--- src/rtl/vga_timing_generator.sv ---
// Purpose: divides clk down to a pixel strobe, scans the raster, emits syncs and blanked colour.
// Latency: hSync/vSync/rgb_out lag hCount/vCount by one pixel period; pix_en/bright/frame_tick are combinational.
// Backpressure: none; the raster free-runs and rgb_in must be valid whenever pix_en is high.
module vga_timing_generator #(
  parameter int CLK_DIV      = 4,
  parameter int H_TOTAL      = 800,
  parameter int H_SYNC       = 96,
  parameter int H_DISP_START = 144,
  parameter int H_DISP_END   = 783,
  parameter int V_TOTAL      = 525,
  parameter int V_SYNC       = 2,
  parameter int V_DISP_START = 35,
  parameter int V_DISP_END   = 514
) (
  input  logic        clk,
  input  logic        rst,
  input  logic [11:0] rgb_in,
  output logic [9:0]  hCount,
  output logic [9:0]  vCount,
  output logic        bright,
  output logic        pix_en,
  output logic        frame_tick,
  output logic        hSync,
  output logic        vSync,
  output logic [11:0] rgb_out
);

  localparam int               DIV_W    = $clog2(CLK_DIV);
  localparam logic [DIV_W-1:0] DIV_LAST = DIV_W'(CLK_DIV - 1);
  localparam logic [9:0]       H_LAST   = 10'(H_TOTAL - 1);
  localparam logic [9:0]       V_LAST   = 10'(V_TOTAL - 1);
  localparam logic [9:0]       H_SYN    = 10'(H_SYNC);
  localparam logic [9:0]       V_SYN    = 10'(V_SYNC);
  localparam logic [9:0]       H_DS     = 10'(H_DISP_START);
  localparam logic [9:0]       H_DE     = 10'(H_DISP_END);
  localparam logic [9:0]       V_DS     = 10'(V_DISP_START);
  localparam logic [9:0]       V_DE     = 10'(V_DISP_END);

  logic [DIV_W-1:0] div_cnt;
  logic             h_last;
  logic             v_last;
  logic             hs_c;
  logic             vs_c;

  // Pixel strobe is the last phase of the divider; reset forces phase 0 so it stays low.
  assign pix_en     = (div_cnt == DIV_LAST);
  assign h_last     = (hCount == H_LAST);
  assign v_last     = (vCount == V_LAST);
  assign frame_tick = pix_en && h_last && v_last;

  // Display window and sync terms decoded from the current (pre-increment) position.
  assign bright = (hCount >= H_DS) && (hCount <= H_DE) &&
                  (vCount >= V_DS) && (vCount <= V_DE);
  assign hs_c   = (hCount >= H_SYN);
  assign vs_c   = (vCount >= V_SYN);

  // Master-clock divider producing one pix_en per CLK_DIV clocks.
  always_ff @(posedge clk) begin
    if (!rst) begin
      div_cnt <= '0;
    end else if (div_cnt == DIV_LAST) begin
      div_cnt <= '0;
    end else begin
      div_cnt <= div_cnt + DIV_W'(1);
    end
  end

  // Raster position: pixel counter every pix_en, line counter only on the pixel wrap.
  always_ff @(posedge clk) begin
    if (!rst) begin
      hCount <= '0;
      vCount <= '0;
    end else if (pix_en) begin
      if (h_last) begin
        hCount <= '0;
        vCount <= v_last ? 10'd0 : vCount + 10'd1;
      end else begin
        hCount <= hCount + 10'd1;
      end
    end
  end

  // Output stage: syncs and blanked colour registered once per pixel from the current position.
  always_ff @(posedge clk) begin
    if (!rst) begin
      hSync   <= 1'b1;
      vSync   <= 1'b1;
      rgb_out <= 12'h000;
    end else if (pix_en) begin
      hSync   <= hs_c;
      vSync   <= vs_c;
      rgb_out <= bright ? rgb_in : 12'h000;
    end
  end

endmodule

--- config.mk ---
export PLATFORM = sky130hd
export DESIGN_NAME = vga_timing_generator
export DESIGN_NICKNAME = d
export VERILOG_FILES = /design/src/rtl/vga_timing_generator.sv
export SDC_FILE = /design/constraint.sdc
export NUM_CORES = 1
export LEC_CHECK = 0
export ABC_AREA = 1
export BUFFER_PORTS_ARGS = -buffer_cell sky130_fd_sc_hd__buf_2
export CAP_MARGIN = 10
export CORE_AREA = 2 2 61 63
export CTS_CLUSTER_SIZE = 30
export DETAILED_ROUTE_END_ITERATION = 10
export DIE_AREA = 0 0 63 65
export GPL_TIMING_DRIVEN = 0
export PLACE_DENSITY = 0.88
export SETUP_SLACK_MARGIN = 0.5
export SKIP_LAST_GASP = 1
export SLEW_MARGIN = 20
export SYNTH_ARGS = -nofsm -noshare
export SYNTH_HDL_FRONTEND = slang
export SYNTH_SLANG_ARGS = --single-unit
--- constraint.sdc ---
create_clock -name clk -period 3.25 [get_ports clk]
set_clock_uncertainty 0.2 [all_clocks]
set_input_delay 0.65 -clock clk [delete_from_list [all_inputs] [get_ports clk]]
set_output_delay 0.65 -clock clk [all_outputs]
set_load 0.05 [all_outputs]
Yosys cells after proc, flatten, opt, wreduce, memory -nomap -nowiden. Index checks and enable logic that the tools add are counted.

Bits of input ports: 14. Output and inout port bits: 37. Logic and storage cells: 29. Flip-flop bits (word level): 36.

Equality and inequality tests: 3. $add $sub $neg: 3. Muxes and demuxes: 3. $lt $le $gt $ge: 6. Reduce and logical (&&, ||, !) cells: 7. Bitwise gates (word level): 1.

Operator list (count): $add A10 B1 Y10 const B (2); $eq A10 B10 Y1 const B (2); $le A10 B10 Y1 const B (2); $mux W10 (2); $mux W12 (1); $ge A10 B2 Y1 const B (1); $ge A10 B6 Y1 const B (1); $ge A10 B7 Y1 const B (1); $ge A10 B8 Y1 const B (1); $logic_and A1 B1 Y1 (5); $add A2 B1 Y2 const B (1); $eq A2 B2 Y1 const B (1); $reduce_and A2 Y1 (1); $reduce_or A2 Y1 (1); $not A1 Y1 (1).

Longest topological paths before layout.
Depth in word-level cells: 5. Gate-level depth with buffers: 10. Mapped depth without buffers: 10.

Worst setup path after synthesis. OpenSTA, ideal clock, no wires.

Path kind: register -> output. Start: register div_cnt[0]. End: output frame_tick. Cell stages (with the launch flop): 8. Buffers on the path: 0. Path slack: 0.550 ns. Arrival: 1.850 ns. Cells stage by stage: dfxtp_1 > ha_1 > nand2_4 > nor2_8 > inv_4 > nor2_8 > nand2_4 > inv_1.

Longest elaborated chain between the ends: 3.

RTL lines: start, declared (RTL line 39) `logic [DIV_W-1:0] div_cnt;`; start signal, assigned (RTL line 64) `div_cnt <= div_cnt + DIV_W'(1);`; $eq A2 B2 Y1 (RTL line 46) `assign pix_en = (div_cnt == DIV_LAST);`; net pix_en (RTL line 21) `output logic pix_en,`; $logic_and A1 B1 Y1 (2 in a row) (RTL line 49) `assign frame_tick = pix_en && h_last && v_last;`; end, declared (RTL line 22) `output logic frame_tick,`.

The timed path passes the listed nets, and every way through them passes these cells.

Worst setup path in the final report.
Start: register vCount[2]. End: output bright.

Longest elaborated chain between the ends: 3. Elaborated cells between the ends (all ways): 4. Those cells by class: order compare: 2; reduce/logical: 2.

RTL lines: start, declared (RTL line 19) `output logic [9:0] vCount,`; start signal, assigned (RTL line 76) `vCount <= v_last ? 10'd0 : vCount + 10'd1;`; $ge A10 B6 Y1 (RTL line 53) `(vCount >= V_DS) && (vCount <= V_DE);`; $logic_and A1 B1 Y1 (RTL line 52) `assign bright = (hCount >= H_DS) && (hCount <= H_DE) &&`; $logic_and A1 B1 Y1 * (RTL line 53); end, declared (RTL line 20) `output logic bright,`.

Every way passes the cells marked *; elsewhere a longest branch is shown, timed or not.

==> impl_metrics.csv <==
group,metric,value,unit
clock_tree,clock_latency,350,ps
power_and_ir_drop,seq_power_share,58.6,%
global_routing,grt_pass1_vias,1557,
synthesis,syn-num-nets,292,
global_routing,grt_pass1_wl,6831,um
layout,fin_util,64.96,%
global_routing,busiest_layer,"met2",
synthesis,synth_cells,272,
power_and_ir_drop,clkPwrFrac,33.7,%
clock_tree,root_buffer,"clkbuf_4",
global_routing,antenna_found_initial,0,
clock_tree,path_clk_slew,110,ps
worst_setup_path,r2r-end,"hCount[9]$_SDFFE_PN0P_",
power_and_ir_drop,power.leakage,1.250,nW
worst_setup_path,cp.required,2400,ps
clock_tree,hold_buffers,0,
floorplan,rows,22,
drt,via_count,1815,
worst_hold_path,holdPathStages,1,
sta,fin_crit,2618,ps
floorplan,start_util,53.58,%
synthesis,synth_seq_cells,36,
sta,setup-violations-final,0,
global_routing,grt_usage,21.07,%
layout,finalInstanceArea,0.002271,sq mm
worst_setup_path,critical_path_arrival,1770,ps
power_and_ir_drop,irDropWorstVdd,0.0002702,V
layout,instances_no_fill,378,
run,max-cap-violations,0,
placement,dp_cells,370,
drt,first_pass_iters,4,
global_routing,overflow,0,
sta,hold_viol,0,
worst_setup_path,reg2reg_setup_slack,1530,ps
global_routing,grtUsageMet3,5.903,%
worst_setup_path,cp-start-kind,"register",
clock_tree,cts.sinks,36,
worst_setup_path,end_kind,"output port",
synthesis,synth_area,0.001873,sq mm
global_routing,grtUsageMet2,33.91,%
drt,drc,0,
sta,tightest_slew,428.6,ps
drt,viasPerCell,4.802,
sta,max_freq,0.3820,GHz
worst_setup_path,cpPeakStageDelay,380,ps
global_routing,grt_max_degree,11,
floorplan,die_w,63,um
synthesis,yosysSeqAreaShare,38.48,%
synthesis,yosysUniqueCellTypes,29,
sta,rsz0062_at_grt,"false",
clock_tree,cts_inserted_buffers,5,
worst_setup_path,reg2reg_depth,8,
layout,drive_above_1_share,25.15,%
drt,first_iter_violations,112,
floorplan,ios,51,
drt,routed_wl,4064,um
worst_setup_path,crit_chain,"nor2_1, nand2_1, o31ai_2, and2_1, buf_4",
clock_tree,cts_htree_levels,2,
worst_hold_path,min_from,"div_cnt[0]$_SDFF_PP0_",
worst_hold_path,min_to,"div_cnt[0]$_SDFF_PP0_",
worst_setup_path,crit_fanout,5,
floorplan,die-height,65,um
sta,drv_slew,0,
drt,wire_per_inst,10.75,um
power_and_ir_drop,power_frac_comb,7.7,%
global_routing,grt_use_met1,26.67,%
placement,placed_cell_area,0.002183,sq mm
sta,finalCritPeriodShare,80.55,%
layout,antenna_cells,0,
power_and_ir_drop,power.switching,0.1986,mW
worst_setup_path,critPathKind,"register to output port",
clock_tree,cts_tree,"built",
sta,slew_headroom,71.43,%
synthesis,avgSynthCellArea,6.886,sq um
layout,syn_to_final_growth,21.24,%
placement,numPortBuffers,50,
power_and_ir_drop,p_int,0.5739,mW
worst_hold_path,hp-class,"register to register",
power_and_ir_drop,pwr_density_cell,340.2,mW/mm^2
placement,gp_congestion,0.9014,
status,status,"completed",
clock_tree,cts.path.max_buffers,2,
floorplan,die_area,0.004095,sq mm
synthesis,synth_warnings,0,
drt,drtAntennaViolNets,0,
layout,layout.nets,349,
power_and_ir_drop,switching_share,25.70,%
sta,fin_tns_setup,0,ps
worst_setup_path,slowest_stage,"o31ai_2",
floorplan,core,0.003496,sq mm
placement,dpl.hpwl,2978,um
worst_setup_path,reg2reg_from,"div_cnt[1]$_SDFF_PP0_",
-- critical path: cells and delay by family, from the launching register on --
kind,cells,cell delay (ps)
buffers and inverters,1,200
AND/OR/NAND/NOR,3,470
AO/OA/AOI/OAI,1,380
flip-flops,1,370
-- registers in the layout, summed over array words and instances, names as in the netlist --
register / count
hSync: 1
hCount: 10
div_cnt: 2
vCount: 10
rgb_out: 12
vSync: 1
-- cell usage after synthesis --
library cell | count | area [sq um]
a21oi_1 | 5 | 25.02
a31oi_1 | 2 | 12.51
a41oi_1 | 1 | 8.760
and2_1 | 1 | 6.260
buf_2 | 3 | 15.01
clkbuf_1 | 1 | 3.750
dfxtp_1 | 36 | 720.7
ha_1 | 6 | 75.07
inv_1 | 43 | 161.4
inv_2 | 2 | 7.510
inv_4 | 1 | 6.260
nand2_1 | 68 | 255.2
nand2_2 | 2 | 12.51
nand2_4 | 3 | 33.78
nand3_1 | 20 | 100.1
nand3_4 | 1 | 17.52
nand4_1 | 7 | 43.79
nor2_1 | 47 | 176.4
nor2_2 | 1 | 6.260
nor2_4 | 2 | 22.52
nor2_8 | 2 | 40.04
nor3_1 | 4 | 20.02
nor3b_1 | 1 | 7.510
nor3b_2 | 1 | 12.51
o21ai_0 | 5 | 25.02
o21ai_1 | 2 | 10.01
o31ai_2 | 1 | 12.51
xnor2_1 | 1 | 8.760
xor2_1 | 3 | 26.28
-- worst max path at each step --
stage	start	to	slack, ps
finish	vCount[2]$_SDFFE_PN0P_	bright	630
floorplan	div_cnt[0]$_SDFF_PP0_	frame_tick	550
CTS	div_cnt[0]$_SDFF_PP0_	frame_tick	500
global route	vCount[0]$_SDFFE_PN0P_	bright	500
global placement	div_cnt[0]$_SDFF_PP0_	frame_tick	830
detailed placement	div_cnt[0]$_SDFF_PP0_	frame_tick	800
-- per-stage QoR --
step / power [mW] / hold slack, ps / worst slack [ps]
after floorplan: 0.4977 / 199.2 / 549.5
after global placement: 0.5157 / 209.2 / 834.8
after detailed placement: 0.5177 / 222.6 / 801.1
after CTS: 0.7735 / 241.9 / 502.7
after global routing: 0.8062 / 262.4 / 504.5
final: 0.7725 / 245.5 / 632.1
-- routing by layer --
| layer | part of all wire, % | routed length, um |
|---|---|---|
| met1 | 47 | 1922 |
| met5 | 0 | 0 |
| met3 | 6.0 | 245 |
| met2 | 45 | 1828 |
| met4 | 1.7 | 68 |
-- repair_timing --
action | in CTS | in global routing
setup endpoints to repair | 1 | 2
resized for setup | 1 | 11
buffers inserted | 0 | 0
pin swaps | 0 | 2
-- area by class of cell --
type / instances / area (sq um)
Fill cell: 310 / 1225
Multi-Input combinational cell: 186 / 975.9
Sequential cell: 36 / 726.9
Timing Repair Buffer: 50 / 255.2
Inverter: 46 / 175.2
Tap cell: 48 / 60.06
Clock buffer: 8 / 58.81
Buffer: 4 / 18.77
-- power by group through the flow --
stage / clock network (mW) / registers, mW / logic (mW)
after CTS: 0.265 / 0.451 / 0.0579
final: 0.260 / 0.453 / 0.0594
after global placement: 0 / 0.460 / 0.0554
after detailed placement: 0 / 0.461 / 0.0570
after floorplan: 0 / 0.470 / 0.0280
after global routing: 0.287 / 0.454 / 0.0655
-- logic make-up after synthesis --
group                      share of synthesized area (%)
adders and majority gates                          4.008
AOI/OAI and AO/OA                                  5.009
DFF                                                38.48
buffers and inverters                              10.35
xor gates and xnor gates                           1.871
and+or+nand+nor                                    40.28
-- cells in the final DEF, fill, tap and decap left out --
cell and count:
buf_2 51, buf_4 1, nor2_2 2, dfxtp_1 31, nor3_1 4, clkbuf_4 6
a31oi_1 2, nor3b_2 1, xnor2_1 1, o31ai_2 1, a21oi_1 5, clkbuf_1 3
clkbuf_8 1, nand2_4 3, and2_1 1, nand2_1 68, a41oi_1 1, nand2_2 2
nor2_1 46, nand4_1 7, o21ai_1 2, inv_4 1, inv_1 43, dfxtp_2 5
ha_1 4, nand3_1 20, ha_4 1, inv_2 2, nand3_4 1, ha_2 1
o21ai_0 5, xor2_1 3, nor3b_1 1, nor2_8 2, nor2_4 2
Note: power is estimated with default switching activity, not from simulation.
